--- src/rtl/instruction_fetch_unit_pkg.sv ---
`default_nettype none
// ============================================================================
// Module      : instruction_fetch_unit_pkg
// Description : Shared definitions for the instruction fetch unit and the
//               instruction memory it talks to: default geometry of the
//               instruction space, fetch FSM state encoding, and a small
//               address range helper.
// Revision    : 1.0 - initial release
// ============================================================================
package instruction_fetch_unit_pkg;

    // Default instruction-space geometry, shared with the instruction memory.
    localparam int DEF_INS_SIZE    = 32;   // instruction word width
    localparam int DEF_INS_LENGTH  = 256;  // number of valid instruction addresses
    localparam int DEF_COUNTSIZE   = 8;    // program counter / address width
    localparam int DEF_BUF_DEPTH   = 2;    // fetch FIFO entries
    localparam int DEF_LOOP_WINDOW = 3;    // issued addresses kept for loop check

    // Fetch FSM state encoding.
    typedef enum logic [1:0] {
        S_INIT    = 2'd0,  // waiting for the memory to come up
        S_SETTLE  = 2'd1,  // address held one cycle so memory can respond
        S_CAPTURE = 2'd2,  // sample returned word when memory reports done
        S_HALT    = 2'd3   // terminal until reset
    } fetch_state_e;

    // True when a (zero-extended) address lies inside the instruction space.
    function automatic logic addr_in_range(input logic [31:0] addr,
                                           input int unsigned len);
        return (addr < len);
    endfunction

endpackage : instruction_fetch_unit_pkg
`default_nettype wire

--- src/rtl/instruction_fetch_unit_fetch_fifo.sv ---
`default_nettype none
// ============================================================================
// Module      : fetch_fifo
// Description : Small synchronous FIFO between fetch and decode. The head
//               entry is kept in a dedicated register so the output is a
//               registered value that holds while the FIFO is empty.
//               Push and pop in the same cycle are legal when full.
//               Flush empties the FIFO and discards any same-cycle push/pop.
// Ports       : clk_i    - clock, rising edge
//               rst_ni   - asynchronous active-low reset
//               push_i   - write data_i (ignored when full without a pop)
//               pop_i    - remove head entry (ignored when empty)
//               flush_i  - drop all entries
//               data_i   - entry to write
//               data_o   - registered head entry
//               full_o   - all DEPTH entries occupied
//               empty_o  - no entries
// Revision    : 1.0 - initial release
// ============================================================================
module fetch_fifo #(
    parameter int WIDTH = 40,
    parameter int DEPTH = 2     // power of two, >= 2
) (
    input  logic             clk_i,
    input  logic             rst_ni,
    input  logic             push_i,
    input  logic             pop_i,
    input  logic             flush_i,
    input  logic [WIDTH-1:0] data_i,
    output logic [WIDTH-1:0] data_o,
    output logic             full_o,
    output logic             empty_o
);

    localparam int PTR_W = $clog2(DEPTH);
    localparam int CNT_W = PTR_W + 1;

    logic [WIDTH-1:0] mem_q [DEPTH];
    logic [PTR_W-1:0] rd_ptr_q, rd_ptr_d;
    logic [PTR_W-1:0] wr_ptr_q, wr_ptr_d;
    logic [CNT_W-1:0] count_q,  count_d;
    logic [WIDTH-1:0] head_q,   head_d;
    logic             do_push;
    logic             do_pop;

    assign empty_o = (count_q == '0);
    assign full_o  = (count_q == CNT_W'(DEPTH));

    // A flush wins over everything else in the same cycle.
    assign do_pop  = pop_i  && !empty_o && !flush_i;
    assign do_push = push_i && (!full_o || do_pop) && !flush_i;

    always_comb begin
        rd_ptr_d = rd_ptr_q;
        wr_ptr_d = wr_ptr_q;
        count_d  = count_q;
        head_d   = head_q;
        if (flush_i) begin
            rd_ptr_d = '0;
            wr_ptr_d = '0;
            count_d  = '0;
        end else begin
            if (do_pop) begin
                rd_ptr_d = rd_ptr_q + PTR_W'(1);
            end
            if (do_push) begin
                wr_ptr_d = wr_ptr_q + PTR_W'(1);
            end
            count_d = count_q + CNT_W'(do_push) - CNT_W'(do_pop);
            // Refresh the head register whenever something remains. If the
            // slot that becomes the head is being written this cycle, the
            // incoming word is forwarded; otherwise the stored word is used.
            if (count_d != '0) begin
                if (do_push && (wr_ptr_q == rd_ptr_d)) begin
                    head_d = data_i;
                end else begin
                    head_d = mem_q[rd_ptr_d];
                end
            end
        end
    end

    always_ff @(posedge clk_i or negedge rst_ni) begin
        if (!rst_ni) begin
            rd_ptr_q <= '0;
            wr_ptr_q <= '0;
            count_q  <= '0;
            head_q   <= '0;
            for (int i = 0; i < DEPTH; i++) begin
                mem_q[i] <= '0;
            end
        end else begin
            rd_ptr_q <= rd_ptr_d;
            wr_ptr_q <= wr_ptr_d;
            count_q  <= count_d;
            head_q   <= head_d;
            if (do_push) begin
                mem_q[wr_ptr_q] <= data_i;
            end
        end
    end

    assign data_o = head_q;

endmodule : fetch_fifo
`default_nettype wire

--- src/rtl/instruction_fetch_unit.sv ---
`default_nettype none
// ============================================================================
// Module      : instruction_fetch_unit
// Description : Initiator side of the instruction-memory interface. Owns the
//               program counter, presents it to the instruction memory,
//               captures the returned word once the memory reports done and
//               queues {PC, word} in a small FIFO for the decode stage.
//               Handles branch redirects and halts on a tight loop (branch
//               back into a recently issued address) or on running off the
//               end of the instruction space.
// Ports       : clk                   - clock, rising edge
//               reset                 - asynchronous active-low reset
//               currentCount          - fetch address to instruction memory
//               currentInstruction    - word returned by memory
//               instructionmemoryDone - memory data valid for currentCount
//               branchValid           - one-cycle redirect request
//               branchTarget          - redirect address
//               decodeReady           - decode accepts the FIFO head
//               fetchedInstruction    - FIFO head instruction
//               fetchedPC             - address of FIFO head instruction
//               fetchValid            - FIFO non-empty
//               loopDetected          - sticky tight-loop flag
//               rangeError            - sticky out-of-range flag
//               halted                - fetching stopped
// Revision    : 1.0 - initial release
// ============================================================================
module instruction_fetch_unit
    import instruction_fetch_unit_pkg::*;
#(
    parameter int INS_SIZE    = DEF_INS_SIZE,
    parameter int INS_LENGTH  = DEF_INS_LENGTH,
    parameter int COUNTSIZE   = DEF_COUNTSIZE,
    parameter int BUF_DEPTH   = DEF_BUF_DEPTH,
    parameter int LOOP_WINDOW = DEF_LOOP_WINDOW
) (
    input  logic                 clk,
    input  logic                 reset,
    output logic [COUNTSIZE-1:0] currentCount,
    input  logic [INS_SIZE-1:0]  currentInstruction,
    input  logic                 instructionmemoryDone,
    input  logic                 branchValid,
    input  logic [COUNTSIZE-1:0] branchTarget,
    input  logic                 decodeReady,
    output logic [INS_SIZE-1:0]  fetchedInstruction,
    output logic [COUNTSIZE-1:0] fetchedPC,
    output logic                 fetchValid,
    output logic                 loopDetected,
    output logic                 rangeError,
    output logic                 halted
);

    localparam int                   ENTRY_W   = INS_SIZE + COUNTSIZE;
    localparam logic [COUNTSIZE-1:0] LAST_ADDR = COUNTSIZE'(INS_LENGTH - 1);

    // ------------------------------------------------------------------
    // Registered state
    // ------------------------------------------------------------------
    fetch_state_e         state_q;
    logic [COUNTSIZE-1:0] pc_q;
    logic                 loop_q;
    logic                 range_q;
    logic                 halted_q;
    logic [COUNTSIZE-1:0] hist_q [LOOP_WINDOW];
    logic [LOOP_WINDOW-1:0] hist_v_q;

    // ------------------------------------------------------------------
    // Combinational control
    // ------------------------------------------------------------------
    logic                   fifo_full;
    logic                   fifo_empty;
    logic [ENTRY_W-1:0]     fifo_head;
    logic                   pop;
    logic                   push;
    logic                   flush;
    logic                   branch_take;
    logic                   target_oob;
    logic [LOOP_WINDOW-1:0] hist_match;
    logic                   hist_hit;
    logic                   capture;
    logic                   at_last;
    logic [COUNTSIZE-1:0]   next_seq;
    logic                   branch_issue;
    logic                   seq_issue;
    logic                   issue;
    logic [COUNTSIZE-1:0]   issue_addr;

    assign pop = fetchValid && decodeReady;

    // Redirects are honoured only while actively fetching; in S_INIT the
    // memory is not yet ready and S_HALT is terminal.
    assign branch_take = branchValid &&
                         ((state_q == S_SETTLE) || (state_q == S_CAPTURE));
    assign target_oob  = !addr_in_range(32'(branchTarget), INS_LENGTH);

    // Compare the redirect target with every valid history entry.
    generate
        for (genvar gi = 0; gi < LOOP_WINDOW; gi++) begin : g_hist_cmp
            assign hist_match[gi] = hist_v_q[gi] && (hist_q[gi] == branchTarget);
        end
    endgenerate
    assign hist_hit = |hist_match;

    // A capture needs room in the FIFO, counting a slot freed by a
    // same-cycle pop. A branch in the same cycle discards the capture.
    assign capture  = (state_q == S_CAPTURE) && !branch_take &&
                      instructionmemoryDone && (!fifo_full || pop);
    assign at_last  = (pc_q == LAST_ADDR);
    assign next_seq = pc_q + COUNTSIZE'(1);

    assign push  = capture;
    assign flush = branch_take;

    // Every address actually issued is recorded in the loop history. Only
    // redirects are checked against it: a sequential advance always moves
    // to an address past every entry recorded since the last redirect.
    assign branch_issue = branch_take && !target_oob && !hist_hit;
    assign seq_issue    = capture && !at_last;
    assign issue        = branch_issue || seq_issue;
    assign issue_addr   = branch_issue ? branchTarget : next_seq;

    // ------------------------------------------------------------------
    // Fetch FSM, PC, sticky flags and loop history
    // ------------------------------------------------------------------
    always_ff @(posedge clk or negedge reset) begin
        if (!reset) begin
            state_q  <= S_INIT;
            pc_q     <= '0;
            loop_q   <= 1'b0;
            range_q  <= 1'b0;
            halted_q <= 1'b0;
            hist_v_q <= '0;
            for (int i = 0; i < LOOP_WINDOW; i++) begin
                hist_q[i] <= '0;
            end
        end else begin
            if (issue) begin
                hist_q[0]   <= issue_addr;
                hist_v_q[0] <= 1'b1;
                for (int i = 1; i < LOOP_WINDOW; i++) begin
                    hist_q[i]   <= hist_q[i-1];
                    hist_v_q[i] <= hist_v_q[i-1];
                end
            end

            case (state_q)
                S_INIT: begin
                    if (instructionmemoryDone) begin
                        state_q <= S_SETTLE;
                    end
                end

                S_SETTLE, S_CAPTURE: begin
                    if (branch_take) begin
                        // A rejected redirect leaves the PC where it was.
                        if (target_oob) begin
                            range_q  <= 1'b1;
                            halted_q <= 1'b1;
                            state_q  <= S_HALT;
                        end else if (hist_hit) begin
                            loop_q   <= 1'b1;
                            halted_q <= 1'b1;
                            state_q  <= S_HALT;
                        end else begin
                            pc_q    <= branchTarget;
                            state_q <= S_SETTLE;
                        end
                    end else if (capture) begin
                        // The last valid word is still delivered; the PC
                        // never wraps back to zero.
                        if (at_last) begin
                            range_q  <= 1'b1;
                            halted_q <= 1'b1;
                            state_q  <= S_HALT;
                        end else begin
                            pc_q    <= next_seq;
                            state_q <= S_SETTLE;
                        end
                    end else if (state_q == S_SETTLE) begin
                        state_q <= S_CAPTURE;
                    end
                end

                S_HALT: begin
                    // Terminal: only reset leaves this state. The FIFO keeps
                    // draining to decode.
                end

                default: begin
                    state_q <= S_INIT;
                end
            endcase
        end
    end

    // ------------------------------------------------------------------
    // Fetch FIFO
    // ------------------------------------------------------------------
    fetch_fifo #(
        .WIDTH (ENTRY_W),
        .DEPTH (BUF_DEPTH)
    ) u_fetch_fifo (
        .clk_i   (clk),
        .rst_ni  (reset),
        .push_i  (push),
        .pop_i   (pop),
        .flush_i (flush),
        .data_i  ({pc_q, currentInstruction}),
        .data_o  (fifo_head),
        .full_o  (fifo_full),
        .empty_o (fifo_empty)
    );

    // ------------------------------------------------------------------
    // Outputs
    // ------------------------------------------------------------------
    assign currentCount       = pc_q;
    assign fetchValid         = !fifo_empty;
    assign fetchedPC          = fifo_head[ENTRY_W-1:INS_SIZE];
    assign fetchedInstruction = fifo_head[INS_SIZE-1:0];
    assign loopDetected       = loop_q;
    assign rangeError         = range_q;
    assign halted             = halted_q;

endmodule : instruction_fetch_unit
`default_nettype wire

--- config.mk ---
export PLATFORM = sky130hd
export DESIGN_NAME = instruction_fetch_unit
export DESIGN_NICKNAME = d
export VERILOG_FILES = /design/src/rtl/instruction_fetch_unit_pkg.sv /design/src/rtl/instruction_fetch_unit_fetch_fifo.sv /design/src/rtl/instruction_fetch_unit.sv
export SDC_FILE = /design/constraint.sdc
export NUM_CORES = 1
export LEC_CHECK = 0
export BUFFER_PORTS_ARGS = -buffer_cell sky130_fd_sc_hd__buf_2
export CAP_MARGIN = 20
export CORE_ASPECT_RATIO = 1.75
export CORE_MARGIN = 4
export CORE_UTILIZATION = 44
export DETAILED_ROUTE_END_ITERATION = 6
export GPL_TIMING_DRIVEN = 1
export PLACE_DENSITY = 0.71
export SLEW_MARGIN = 5
export SYNTH_ARGS = -nofsm -noshare
export SYNTH_HDL_FRONTEND = slang
export SYNTH_HIERARCHICAL = 1
export SYNTH_SLANG_ARGS = --single-unit
--- constraint.sdc ---
create_clock -name clk -period 3 [get_ports clk]
set_input_delay 0.3 -clock clk [delete_from_list [all_inputs] [get_ports clk]]
set_output_delay 0.3 -clock clk [all_outputs]
set_load 0.005 [all_outputs]
Word level (Yosys, flattened, before mapping)
Index checks and enable logic that the tools add are counted.

Add/sub/neg operators: 5. Magnitude comparators: 3. Equal/unequal tests: 13. Mux-type cells: 29. Bitwise operators: 3. Reductions and logical operators: 40.

Operators by type and width (count): $mux W40 (5); $bwmux W80 (1); $demux W40 S1 (1); $mux W8 (5); $eq A8 B8 Y1 (3); $logic_and A1 B1 Y1 (16); $mux W2 (7); $reduce_and A4 Y1 (3); $reduce_bool A2 Y1 (5); $mux W1 (9); $add A8 B1 Y8 const B (1); $eq A8 B8 Y1 const B (1); $ne A2 B2 Y1 const B (3); $reduce_and A3 Y1 (2); $logic_not A1 Y1 (5); $eq A2 B2 Y1 const B (2); $ge A2 B2 Y1 const B (2); $logic_not A2 Y1 (2); $logic_or A1 B1 Y1 (4); $ne A4 B3 Y1 const B (1); $not A1 Y2 (2); $pmux W2 S2 (1); $reduce_or A3 Y1 (1); $add A1 B1 Y1 const B (2); 9 further kinds (9).

Register bits: 164. Input port bits: 45. Output and inout port bits: 52. Logic and storage cells: 108.

Depth between registers and ports, before layout
Depth after elaboration: 13. Gate-level depth with buffers: 16. Mapped depth without buffers: 15.

Modules after synthesis
Netlist, hierarchy kept.

By module, submodules not included: fetch_fifo (times used 1, cells each 378, area each 5286.3 sq um, seq. area each 3103.0 sq um); instruction_fetch_unit (times used 1, cells each 305, area each 2870.3 sq um, seq. area each 1001.0 sq um).

Worst setup path after synthesis
Ideal clock, no wire load.

Path type: register -> register. Start point: register state_q[0]. End point: register u_fetch_fifo.head_q[10], in the netlist u_fetch_fifo/data_o[10]. Setup time: 123 ps. Arrival: 3131 ps. Required time: 2877 ps. Slack: -254 ps. Cell stages (with the launch flop): 17. Buffers on the path: 3. Period minus slack after synthesis: 3254 ps. Cells stage by stage: dfrtp_1 > inv_1 > ha_1 > nand2_2 > clkinv_1 > buf_2 > and3b_4 > inv_2 > ha_1 > inv_1 > ha_1 > xnor3_1 > a21oi_2 > and2_1 > buf_2 > buf_4 > a21oi_1.

Longest elaborated chain between the ends: 13. Elaborated cells between the ends (all ways): 26. Those cells by class: add/sub (2); eq/ne (3); mux (6); bitwise (2); reduce/logical (13).

RTL lines: start: declaration (RTL line instruction_fetch_unit.sv:58) `fetch_state_e state_q;`; start signal: assignment (RTL line instruction_fetch_unit.sv:126) `state_q <= S_INIT;`; start signal: assignment (RTL line instruction_fetch_unit.sv:148) `state_q <= S_SETTLE;`; start signal: assignment (RTL line instruction_fetch_unit.sv:158) `state_q <= S_HALT;`; $eq A2 B1 Y1 / $eq A2 B2 Y1 (equally long branches) (RTL line instruction_fetch_unit.sv:92) `((state_q == S_SETTLE) || (state_q == S_CAPTURE));`; $logic_or A1 B1 Y1 * (RTL line instruction_fetch_unit.sv:92); $logic_and A1 B1 Y1 * (RTL line instruction_fetch_unit.sv:91) `assign branch_take = branchValid &&`; via branch_take (RTL line instruction_fetch_unit.sv:75) `logic branch_take;`; $logic_not A1 Y1 (RTL line instruction_fetch_unit_fetch_fifo.sv:50, instruction_fetch_unit_fetch_fifo.sv:51, instruction_fetch_unit.sv:105); $logic_and A1 B1 Y1 (2 in series) (RTL line instruction_fetch_unit.sv:105) `assign capture = (state_q == S_CAPTURE) && !branch_take &&`; $logic_and A1 B1 Y1 (RTL line instruction_fetch_unit.sv:106) `instructionmemoryDone && (!fifo_full || pop);`; $logic_and A1 B1 Y1 (2 in series) (RTL line instruction_fetch_unit_fetch_fifo.sv:51) `assign do_push = push_i && (!full_o || do_pop) && !flush_i;`; $add A2 B1 Y2 (RTL line instruction_fetch_unit_fetch_fifo.sv:69) `count_d = count_q + CNT_W'(do_push) - CNT_W'(do_pop);`; $sub A2 B1 Y2 (RTL line instruction_fetch_unit_fetch_fifo.sv:69); $reduce_bool A2 Y1 (RTL line instruction_fetch_unit_fetch_fifo.sv:73) `if (count_d != '0) begin`; $reduce_and A2 Y1 (no source line); end signal: assignment (RTL line instruction_fetch_unit_fetch_fifo.sv:88) `head_q <= '0;`; end signal: assignment (RTL line instruction_fetch_unit_fetch_fifo.sv:96) `head_q <= head_d;`; end: declaration (RTL line instruction_fetch_unit_fetch_fifo.sv:42) `logic [WIDTH-1:0] head_q, head_d;`.

Mark *: on every way through the listed nets, which the timed path passes. The rest lies on a longest branch. The select of a mux whose other input is x is not followed. A chain may end at the register's enable or synchronous reset.

Worst setup path after layout
Start point: register u_fetch_fifo.count_q[1]. End point: register u_fetch_fifo.head_q[26], in the netlist u_fetch_fifo/data_o[26].

Longest elaborated chain between the ends: 12. Elaborated cells between the ends (all ways): 25. Those cells by class: add/sub (2); eq/ne (2); mux (6); bitwise (1); reduce/logical (14).

RTL lines: start: declaration (RTL line instruction_fetch_unit_fetch_fifo.sv:41) `logic [CNT_W-1:0] count_q, count_d;`; start signal: assignment (RTL line instruction_fetch_unit_fetch_fifo.sv:95) `count_q <= count_d;`; $logic_not A2 Y1 * (RTL line instruction_fetch_unit_fetch_fifo.sv:46) `assign empty_o = (count_q == '0);`; via fifo_empty (RTL line instruction_fetch_unit.sv:70) `logic fifo_empty;`; $logic_not A1 Y1 * (RTL line instruction_fetch_unit.sv:217) `assign fetchValid = !fifo_empty;`; $logic_and A1 B1 Y1 * (RTL line instruction_fetch_unit.sv:87) `assign pop = fetchValid && decodeReady;`; via pop (RTL line instruction_fetch_unit.sv:72) `logic pop;`; $logic_and A1 B1 Y1 (2 in series) (RTL line instruction_fetch_unit_fetch_fifo.sv:50) `assign do_pop = pop_i && !empty_o && !flush_i;`; $logic_or A1 B1 Y1 / $mux W1 (equally long branches) (RTL line instruction_fetch_unit_fetch_fifo.sv:51, instruction_fetch_unit_fetch_fifo.sv:63); $logic_and A1 B1 Y1 / $mux W1 (equally long branches) (RTL line instruction_fetch_unit_fetch_fifo.sv:51, instruction_fetch_unit_fetch_fifo.sv:58); $logic_and A1 B1 Y1 / $not A1 Y2 (equally long branches) (RTL line instruction_fetch_unit_fetch_fifo.sv:51, instruction_fetch_unit_fetch_fifo.sv:77); $add A2 B1 Y2 / $mux W40 (equally long branches) (RTL line instruction_fetch_unit_fetch_fifo.sv:69, instruction_fetch_unit_fetch_fifo.sv:77); $sub A2 B1 Y2 / $mux W40 (equally long branches) (RTL line instruction_fetch_unit_fetch_fifo.sv:69, instruction_fetch_unit_fetch_fifo.sv:77); $reduce_bool A2 Y1 / $mux W40 (equally long branches) (RTL line instruction_fetch_unit_fetch_fifo.sv:73, instruction_fetch_unit_fetch_fifo.sv:77); $reduce_and A2 Y1 (no source line) / $mux W40 (equally long branches).

Marks and branches as above.

==> results.md <==
- CTS sink cnt: about 160
- Post-Syn Area: between 0.008 and 0.009 sq mm
- Share of cells above drive strength 1: a little over two fifths
- Area Growth Syn to Fin: 26.9%
- Final HPWL DP: ~13 mm
- Slew Viols, Final: 0
- Kind of critical path: reg -> reg
- Final worst slack: -0.109 ns
- XOR/XNOR Fraction of Synth Area: 3.94%
- Crit path capture type: flip-flop
- Slew margin rel.: 52.6%
- Post-DP Area: 0.00885 sq mm
- Synth area leader: dfrtp_1
- Drt first-iter violations: between 300 and 400
- Flop pwr share: 37.8%
- # nets final: around 850
- Synth Flop Type: dfrtp_1
- Yosys warning count: 6
- Switching power share of the total: a little under two fifths
- Core Region: 0.0181 sq mm
- Number of vias per cell: a little under 6
- Worst VDD drop: between 0.6 and 0.7 mV
- Fin. Hold Viols: 0
- Later-pin clock latency in the skew report: around 0.43 ns
- Synth top area cells: dfrtp_1 50%, mux2_2 9.8%, mux2i_1 5.2%, o22ai_1 3.1%, xnor2_1 3.1%
- Die W: approximately 110 um
- Via count: between 6,000 and 7,000
- WL final: ~22 mm
- Largest net degree at the start of global routing: 62
- Post-synth EDFFs: 0
- Final instance area: 0.0104 sq mm
- HP Class: in -> reg
- Htree depth: 4
- Setup TNS Final: -2.95 ns
- Maximum clock path buffer count: 2
- RSZ-0062 raised after global routing: yes
- Diodes inserted: 0
- # port buffers: 96
- Gr ovfl total: 0
- Final Wtd Congestion: 0.810
- Power per cell area: approximately 1000 mW/mm^2
- I/O pins: between 90 and 100
- Syn Inst Count: between 600 and 700
- Clock power frac: 18.7%
- Layout Skew: about 0.0083 ns
- Adder-Cell Fraction of Synth Area: less than 1%
- Initial antenna violation count: 0
- Synth Area in Compound Gates: between 10 and 15%
- First-pass GRT wire length: around 34 mm
- Leak: 0.00478 uW
- Internal power: between 6000 and 7000 uW
- Root Driver: clkbuf_16
- Period utilization: 104%
- Number of global-route vias before repair: ~6,500
- Synth Area in Simple Gates: roughly 7.5%
- Yosys top cell area share: between 50% and 60%
- #FFs+latches synth: between 150 and 200
- DRC Markers: 0
- All-layer global routing usage: 20.3%
- Synth cell count leaders: 164 x dfrtp_1, 71 x mux2_2, 48 x a21oi_1
- Die area: about 0.021 sq mm
- Fin crit period: approximately 3.1 ns
- Register area share after synthesis: around 50%
- Min Hold Slack: 0.139 ns
- Outcome: finished, violations left
- Number of max-cap violations: 0
- Fraction of registers with async set/reset: between 90% and 100%
- CTS buffer count: 17
- CTS tree: yes
- DR WL/cell: between 20 and 25 um
- Violated checks: setup timing
- Logic pwr share: 43.5%
- Clk slew on worst S/H paths: 0.07 ns
- Worst setup SP type: flip-flop
- FMAX: around 320 MHz
- Net Sw Power: around 4000 uW
- Distinct cell type count after synthesis: 61
- Final setup violation count: 40
- Slew @ Worst Pin: roughly 0.71 ns
- Worst Path Arrival: between 3 and 4 ns
- Largest family of logic cells by synthesized area: multiplexers
- Die height: 188 um
- Syn avg cell area: roughly 12 sq um
- ANT nets after route: 0
- CP required: 3.31 ns
- Largest fanout on the critical path: 8
- Most frequent cell after synthesis: dfrtp_1
- Placement Setup Slack: -0.0391 ns
- Post-synthesis mux area share: 16.2%
- Initial DRT Pass Iterations: 4
- Cell Rows: 65
- Syn nets: between 700 and 800
- Starting Density: approximately 45%
## sequential cells by signal (all words and copies together), names as in the netlist
| name | flops |
|---|---|
| halted | 1 |
| state_q | 2 |
| rangeError | 1 |
| loopDetected | 1 |
| u_fetch_fifo/mem_q | 80 |
| currentCount | 8 |
| u_fetch_fifo/rd_ptr_q | 1 |
| hist_q | 24 |
| u_fetch_fifo/count_q | 2 |
| hist_v_q | 3 |
| u_fetch_fifo/data_o | 40 |
| u_fetch_fifo/wr_ptr_q | 1 |
## cell families (layout without fill, tap and decap cells)
group                      count (synthesis)  after routing
buffers and inverters                     76            199
DFF                                      164            164
xor gates and xnor gates                  33             33
adders and majority gates                  6              6
AOI/OAI and AO/OA                        172            172
and+or+nand+nor                          110            110
muxes                                    122            122
## power groups by stage
stage	sequential, uW	clock (uW)	combinational, uW
2_1_floorplan	3790	0	2590
3_3_place_gp	3940	0	3470
3_5_place_dp	3980	0	3610
4_1_cts	3970	2070	4070
5_1_grt	4230	2180	5110
6_report	4110	2030	4720
## per-stage QoR
stage | instances | power (uW) | util, %
finish | 1040 | 10900 | 57.1
global route | 1040 | 11500 | 57.1
CTS | 1030 | 10100 | 53.8
detailed placement | 983 | 7590 | 48.8
global placement | 983 | 7420 | 48.8
floorplan | 683 | 6380 | -
## cells in the final DEF (no fill, tap or decap), types with 4 or more instances in the layout
cell         n
o22ai_2     16
and3_1       8
buf_2       95
and2_1       4
nand3_1     10
buf_12       7
nor3_2       4
dfrtp_1    164
inv_1       11
a211oi_1     5
xnor2_1     29
clkinv_4     8
a32o_1      17
nand2_1     32
buf_16       4
a31oi_1     18
mux2_1       9
nor2_1      10
o221ai_1     6
a21oi_1     23
clkbuf_16   22
a21oi_2     25
a31o_1      17
nor4_1       7
buf_6        8
mux2i_1     42
mux2_2      71
buf_4       30
nand4_1     15
o22ai_4     23
## critical path, cell delays in order, from the launching register on
cell,delay (ns)
dfrtp_1,0.38
or2_4,0.27
inv_4,0.06
nor2b_4,0.04
or3b_4,0.40
and3b_4,0.20
inv_4,0.06
ha_4,0.19
inv_4,0.05
ha_4,0.11
xnor3_2,0.27
a21oi_4,0.17
buf_6,0.12
o211ai_4,0.21
clkbuf_16,0.26
o22ai_4,0.12
a21oi_2,0.05
## routing by layer
layer	GRT usage [%]	wire, um
met1	23.2	8320
met2	36.3	11800
met3	4.04	825
met4	8.82	719
met5	0	0
## path summary, 6_finish.rpt
check,from,to,slack (ns),cells after the start
worst max-delay path,u_fetch_fifo/count_q[1],u_fetch_fifo/data_o[26],-0.11,16
worst min-delay path,currentInstruction[4],u_fetch_fifo/mem_q[44],0.14,2
worst max register to register,u_fetch_fifo/count_q[1],u_fetch_fifo/data_o[26],-0.11,16
worst min register to register,loopDetected,loopDetected,0.47,1
max in group asynchronous,reset,u_fetch_fifo/mem_q[68],1.57,3
min in group asynchronous,reset,u_fetch_fifo/mem_q[51],0.40,2
## area by class of cell
class	count	area [sq um]
Fill cell	1484	7780
Multi-Input combinational cell	443	4150
Sequential cell	164	4100
Timing Repair Buffer	150	1180
Clock buffer	18	439
Tap cell	234	293
Clock inverter	13	106
Inverter	18	80.1
## timing repair
item                                   in CTS  in global routing
setup endpoints to repair                  40                 40
endpoints found under the hold margin      55                  0
resized for setup                          41                 79
cloned                                      4                  6
pin swaps                                   6                 41
hold buffers                                1                  0
setup buffers                              12                  5
Power figures use the tool's default switching activity.
